$ cat src/rtl/mips_multicycle_ctrl.sv
// Multicycle sequencer for the MIPS datapath: decides when IR, PC, register file
// and data memory writes happen, handles memory wait/timeout, traps and retirement count.
module mips_multicycle_ctrl #(
    parameter int CNT_W    = 32,
    parameter int WAIT_MAX = 15
) (
    input  logic             clk,
    input  logic             rst,
    input  logic [5:0]       op,
    input  logic [5:0]       funct,
    input  logic             mem_ready,
    output logic             ir_wr,
    output logic             pc_wr,
    output logic             branch_en,
    output logic             reg_wr,
    output logic             mem_rd,
    output logic             mem_wr,
    output logic [2:0]       state,
    output logic             trap,
    output logic [1:0]       trap_cause,
    output logic [CNT_W-1:0] instr_cnt
);

    typedef enum logic [2:0] {
        S_FETCH  = 3'd0,
        S_DECODE = 3'd1,
        S_EXEC   = 3'd2,
        S_MEM    = 3'd3,
        S_WB     = 3'd4,
        S_TRAP   = 3'd7
    } state_t;

    typedef enum logic [2:0] {
        C_ALU, C_LW, C_SW, C_BR, C_JMP, C_JAL, C_ILL
    } class_t;

    localparam logic [7:0] WAIT_LAST = 8'(WAIT_MAX - 1);

    state_t     cur_st, nxt_st;
    class_t     cls_q, dec_cls;
    logic [7:0] wait_cnt;
    logic       ir_wr_c, pc_wr_c, branch_en_c, reg_wr_c, mem_rd_c, mem_wr_c;

    function automatic class_t classify(input logic [5:0] o, input logic [5:0] f);
        case (o)
            6'b000000: classify = (f == 6'b001000) ? C_JMP : C_ALU;
            6'b100011: classify = C_LW;
            6'b101011: classify = C_SW;
            6'b000100,
            6'b000101: classify = C_BR;
            6'b000010: classify = C_JMP;
            6'b000011: classify = C_JAL;
            6'b001000,
            6'b001101,
            6'b001111: classify = C_ALU;
            default:   classify = C_ILL;
        endcase
    endfunction

    always_comb begin
        dec_cls     = classify(op, funct);
        nxt_st      = cur_st;
        ir_wr_c     = 1'b0;
        pc_wr_c     = 1'b0;
        branch_en_c = 1'b0;
        reg_wr_c    = 1'b0;
        mem_rd_c    = 1'b0;
        mem_wr_c    = 1'b0;
        case (cur_st)
            S_FETCH: begin
                ir_wr_c = 1'b1;
                nxt_st  = S_DECODE;
            end
            // DECODE acts on the live opcode; the class register is only valid afterwards
            S_DECODE: begin
                case (dec_cls)
                    C_ALU, C_LW, C_SW, C_BR: nxt_st = S_EXEC;
                    C_JMP: begin
                        pc_wr_c = 1'b1;
                        nxt_st  = S_FETCH;
                    end
                    C_JAL:   nxt_st = S_WB;
                    default: nxt_st = S_TRAP;
                endcase
            end
            S_EXEC: begin
                case (cls_q)
                    C_ALU:       nxt_st = S_WB;
                    C_LW, C_SW:  nxt_st = S_MEM;
                    C_BR: begin
                        branch_en_c = 1'b1;
                        pc_wr_c     = 1'b1;
                        nxt_st      = S_FETCH;
                    end
                    default:     nxt_st = S_FETCH;
                endcase
            end
            // A ready on the last allowed wait cycle still completes the access
            S_MEM: begin
                mem_rd_c = (cls_q == C_LW);
                mem_wr_c = (cls_q == C_SW);
                if (mem_ready) begin
                    if (cls_q == C_SW) begin
                        pc_wr_c = 1'b1;
                        nxt_st  = S_FETCH;
                    end else begin
                        nxt_st  = S_WB;
                    end
                end else if (wait_cnt == WAIT_LAST) begin
                    nxt_st = S_TRAP;
                end
            end
            S_WB: begin
                reg_wr_c = 1'b1;
                pc_wr_c  = 1'b1;
                nxt_st   = S_FETCH;
            end
            S_TRAP:  nxt_st = S_TRAP;
            default: nxt_st = S_FETCH;
        endcase
    end

    assign ir_wr     = ir_wr_c     & rst;
    assign pc_wr     = pc_wr_c     & rst;
    assign branch_en = branch_en_c & rst;
    assign reg_wr    = reg_wr_c    & rst;
    assign mem_rd    = mem_rd_c    & rst;
    assign mem_wr    = mem_wr_c    & rst;
    assign state     = cur_st;

    always_ff @(posedge clk or negedge rst) begin
        if (!rst) begin
            cur_st     <= S_FETCH;
            cls_q      <= C_ALU;
            wait_cnt   <= 8'd0;
            trap       <= 1'b0;
            trap_cause <= 2'b00;
            instr_cnt  <= '0;
        end else begin
            cur_st <= nxt_st;
            if (cur_st == S_DECODE)
                cls_q <= dec_cls;
            if (cur_st != S_MEM && nxt_st == S_MEM)
                wait_cnt <= 8'd0;
            else if (cur_st == S_MEM && !mem_ready)
                wait_cnt <= wait_cnt + 8'd1;
            if (cur_st != S_TRAP && nxt_st == S_TRAP) begin
                trap       <= 1'b1;
                trap_cause <= (cur_st == S_MEM) ? 2'b10 : 2'b01;
            end
            // every instruction commits its PC exactly once, on its retiring cycle
            if (pc_wr_c)
                instr_cnt <= instr_cnt + CNT_W'(1);
        end
    end

endmodule

$ cat config.mk
export PLATFORM = sky130hd
export DESIGN_NAME = mips_multicycle_ctrl
export DESIGN_NICKNAME = d
export VERILOG_FILES = /design/src/rtl/mips_multicycle_ctrl.sv
export SDC_FILE = /design/constraint.sdc
export NUM_CORES = 1
export LEC_CHECK = 0
export ABC_AREA = 1
export CORE_ASPECT_RATIO = 0.75
export CORE_MARGIN = 3
export CORE_UTILIZATION = 58
export DETAILED_ROUTE_END_ITERATION = 8
export DONT_BUFFER_PORTS = 1
export PLACE_DENSITY = 0.82
export SKIP_LAST_GASP = 1
export SLEW_MARGIN = 20
export SYNTH_ARGS = -nofsm -noshare
export SYNTH_HDL_FRONTEND = slang
export SYNTH_SLANG_ARGS = --single-unit
export TNS_END_PERCENT = 20
$ cat constraint.sdc
create_clock -name clk -period 3.1 [get_ports clk]
set_input_delay 0.465 -clock clk [delete_from_list [all_inputs] [get_ports clk]]
set_output_delay 0.465 -clock clk [all_outputs]
set_load 0.1 [all_outputs]
==> flow_summary.json <==
{
  "grt_max_degree": 50,
  "multiInputGateArea_um2": 1730,
  "clock_sinks": 49,
  "grt_use_total_pct": 25.7,
  "die_h_um": 69.9,
  "crit_top_cell": "nor2_2",
  "grtUsageMet3_pct": 6.35,
  "avgSynthCellArea_um2": 7.06,
  "syn_area_um2": 3160,
  "use_met1_pct": 38.3,
  "swShare_pct": 52.0,
  "switching_power_w": 0.00125,
  "crit_type": "reg -> out",
  "synth_xor_area_share_pct": 9.14,
  "dr_total_vias": 3086,
  "initial_core_util_pct": 62.4,
  "final.period_utilization_pct": 76.5,
  "coreArea_um2": 5060,
  "die-area_um2": 6380,
  "clock_skew_ns": 0.0107,
  "wl_um": 8170,
  "power_frac_comb_pct": 45.6,
  "seqCellArea_um2": 1230,
  "drt_iter0_markers": 248,
  "hp-class": "in -> async",
  "io_buffers": 0,
  "status": "finished with violations",
  "num_rows": 22,
  "pwr_density_cell_nw_per_um2": 649,
  "fill_cells": 427,
  "timing.max_cap.violations": 0,
  "grt_use_met2_pct": 38.5,
  "antenna_found_initial": 0,
  "ys.flop_type": "dfrtp_1",
  "nets": 507,
  "rsz0062_at_grt": "false",
  "fmax_ghz": 0.422,
  "grt_overflow": 0,
  "hold-worst-slack_ns": -0.00882,
  "end_kind": "primary output",
  "ctsHtreeMaxLevel": 2,
  "synth_top_family_by_area": "simple AND/OR/NAND/NOR gates",
  "cts_buffers": 5,
  "critPathSlowestCell": "dfrtp_1",
  "pwr-share-clk_pct": 16.0,
  "cp.required_ns": 2.63,
  "hold_violations": 19,
  "p_int_w": 0.00115,
  "yosysSeqAreaShare_pct": 38.8,
  "grt_pass1_wl_um": 13400,
  "crit_chain": "buf_4 > nor2_2 > inv_2 > o21ai_1 > nor2_2 > a21oi_2 > buf_12",
  "vdd_drop_max_uv": 407,
  "synthArstFlopShare_pct": 100,
  "yosys.area_share.simple_pct": 39.7,
  "io_pins": 59,
  "max_slew_margin_pct": 35.7,
  "drive_gt1_share_pct": 14.7,
  "grt_pass1_vias": 2814,
  "period_minus_slack_ns": 2.37,
  "drt-vias-per-instance": 5.49,
  "post-dp-hpwl_um": 6220,
  "seqPwrFrac_pct": 38.5,
  "clk_pin_slew_worst_paths_ns": 0.10,
  "cp.arrival_ns": 1.91,
  "ant_nets": 0,
  "power_w": 0.00240,
  "cpPeakStageDelay_ns": 0.44,
  "ys_warn_count": 0,
  "drc": 0,
  "cts_resized": 0,
  "cts_setup_buffers": 0,
  "post_drt_wl_per_cell_um": 14.5,
  "post-place-cells": 553,
  "worst-path-max-fanout": 4,
  "synthCells": 448,
  "grt_busiest_layer": "met2",
  "cp-start-kind": "flip-flop",
  "drv_slew": 0,
  "gp_congestion": 0.979,
  "synth_mux_area_share_pct": 0,
  "antennaDiodeCount": 0,
  "synth_fa_ha_area_share_pct": 1.19,
  "worst_pin_slew_ns": 0.965,
  "synthDistinctLibCells": 31,
  "clockBufferDepth": 2,
  "synth_nets": 466,
  "cts_tree": "done",
  "power.leakage_nw": 1.84,
  "violations": "negative hold slack",
  "syn_to_final_growth_pct": 16.7,
  "insertion_delay_ns": 0.31,
  "synth_compound_area_share_pct": 4.00,
  "final_cells": 562,
  "dr.pass1.iters": 5,
  "setup_violations": 0,
  "synth-edff-count": 0,
  "ys_seq_elements": 49,
  "cts_root_buffer": "clkbuf_8",
  "die_w_um": 91.3
}
## worst max-delay path, delay by kind of cell, from the launching register on
| kind | cells | cell delay [ns] |
|---|---|---|
| buffers and inverters | 3 | 0.53 |
| AND/OR/NAND/NOR | 2 | 0.26 |
| AO/OA/AOI/OAI | 2 | 0.37 |
| flip-flops | 1 | 0.44 |
## synthesized netlist by cell type, types with 2 or more instances
cell,instances,area [um^2]
nor3_1,17,85.1
nand3_1,51,255
dfrtp_1,49,1230
xor2_1,23,201
nor2_2,2,12.5
o21ai_0,6,30.0
buf_6,3,33.8
inv_2,6,22.5
nand2_1,141,529
buf_2,6,30.0
xnor2_1,10,87.6
inv_1,37,139
ha_1,3,37.5
o21ai_1,3,15.0
nand4_1,9,56.3
a21oi_1,9,45.0
nor2_1,57,214
nand3_2,2,20.0
nand3b_1,2,15.0
## placed cells by master, fill, tap and decap left out, types with 6 or more instances in the layout
cell type  netlist  routed
a21oi_1          9       8
buf_4            0      39
dfrtp_1         49      49
inv_1           37      37
inv_2            6       6
nand2_1        141     141
nand3_1         51      51
nand4_1          9       9
nor2_1          57      54
nor3_1          17      15
o21ai_0          6       6
xnor2_1         10      10
xor2_1          23      23
## per-layer routing
metal	part of all wire [%]	wire length, um
met5	0	0
met4	0.62	51
met3	9.3	760
met1	48	3900
met2	42	3460
## sequential cells by signal, indices dropped and copies added, names as in the netlist
name and count:
wait_cnt 8, cls_q 3, instr_cnt 32, state 3
trap 1, trap_cause 2
## power by group through the flow
stage	Clock [W]	Sequential [W]	Combinational (W)
final	0.000382	0.000921	0.00109
after floorplan	0	0.00121	0.000573
after detailed placement	0	0.000926	0.00107
after CTS	0.000386	0.000917	0.00109
after global routing	0.000413	0.000935	0.00116
after global placement	0	0.000923	0.00104
## cells by family (layout without fill, tap and decap cells)
family,count (synthesis),in the layout
AO/OA/AOI/OAI,23,23
XOR/XNOR,33,33
adder cells (fa/ha/maj),3,3
buffers and inverters,53,95
flip-flops,49,49
AND/OR/NAND/NOR,287,287
## final cells by class
| type | instances | share of cell area, % |
|---|---|---|
| timing repair buffer | 43 | 10.6 |
| sequential | 49 | 33.2 |
| clock buffer | 5 | 1.86 |
| clock inverter | 3 | 0.610 |
| tap | 72 | 2.44 |
| inverter | 44 | 4.47 |
| multi-input combinational | 346 | 46.8 |
## metrics by stage
step           setup slack [ns]  area (um^2)  TNS, ns  util [%]  hold WS [ns]
3_5_place_dp              0.950         3570        0      70.5         0.171
4_1_cts                   0.723         3690        0      72.9       0.00715
6_report                  0.729         3690        0      72.9      -0.00882
2_1_floorplan            -0.826         3160    -2.60         -         0.169
5_1_grt                   0.627         3690        0      72.9       0.00184
3_3_place_gp               1.05         3570        0      70.5         0.171
## worst paths after layout
path	startpoint	end	slack (ns)	depth (start not counted)
max	state[2]	pc_wr	0.73	7
max reg2reg	state[2]	instr_cnt[1]	0.89	9
max in group asynchronous	rst	instr_cnt[3]	2.89	1
min in group clk	op[2]	cls_q[0]	0.37	2
min reg2reg	wait_cnt[0]	wait_cnt[0]	0.55	1
min	rst	instr_cnt[27]	-0.009	1
## repair_timing
action / in CTS / in global routing
endpoints found under the setup margin: 0 / 0
hold buffers: 1 / 0
hold endpoints to repair: 49 / 0
(Power assumes the default switching activity.)
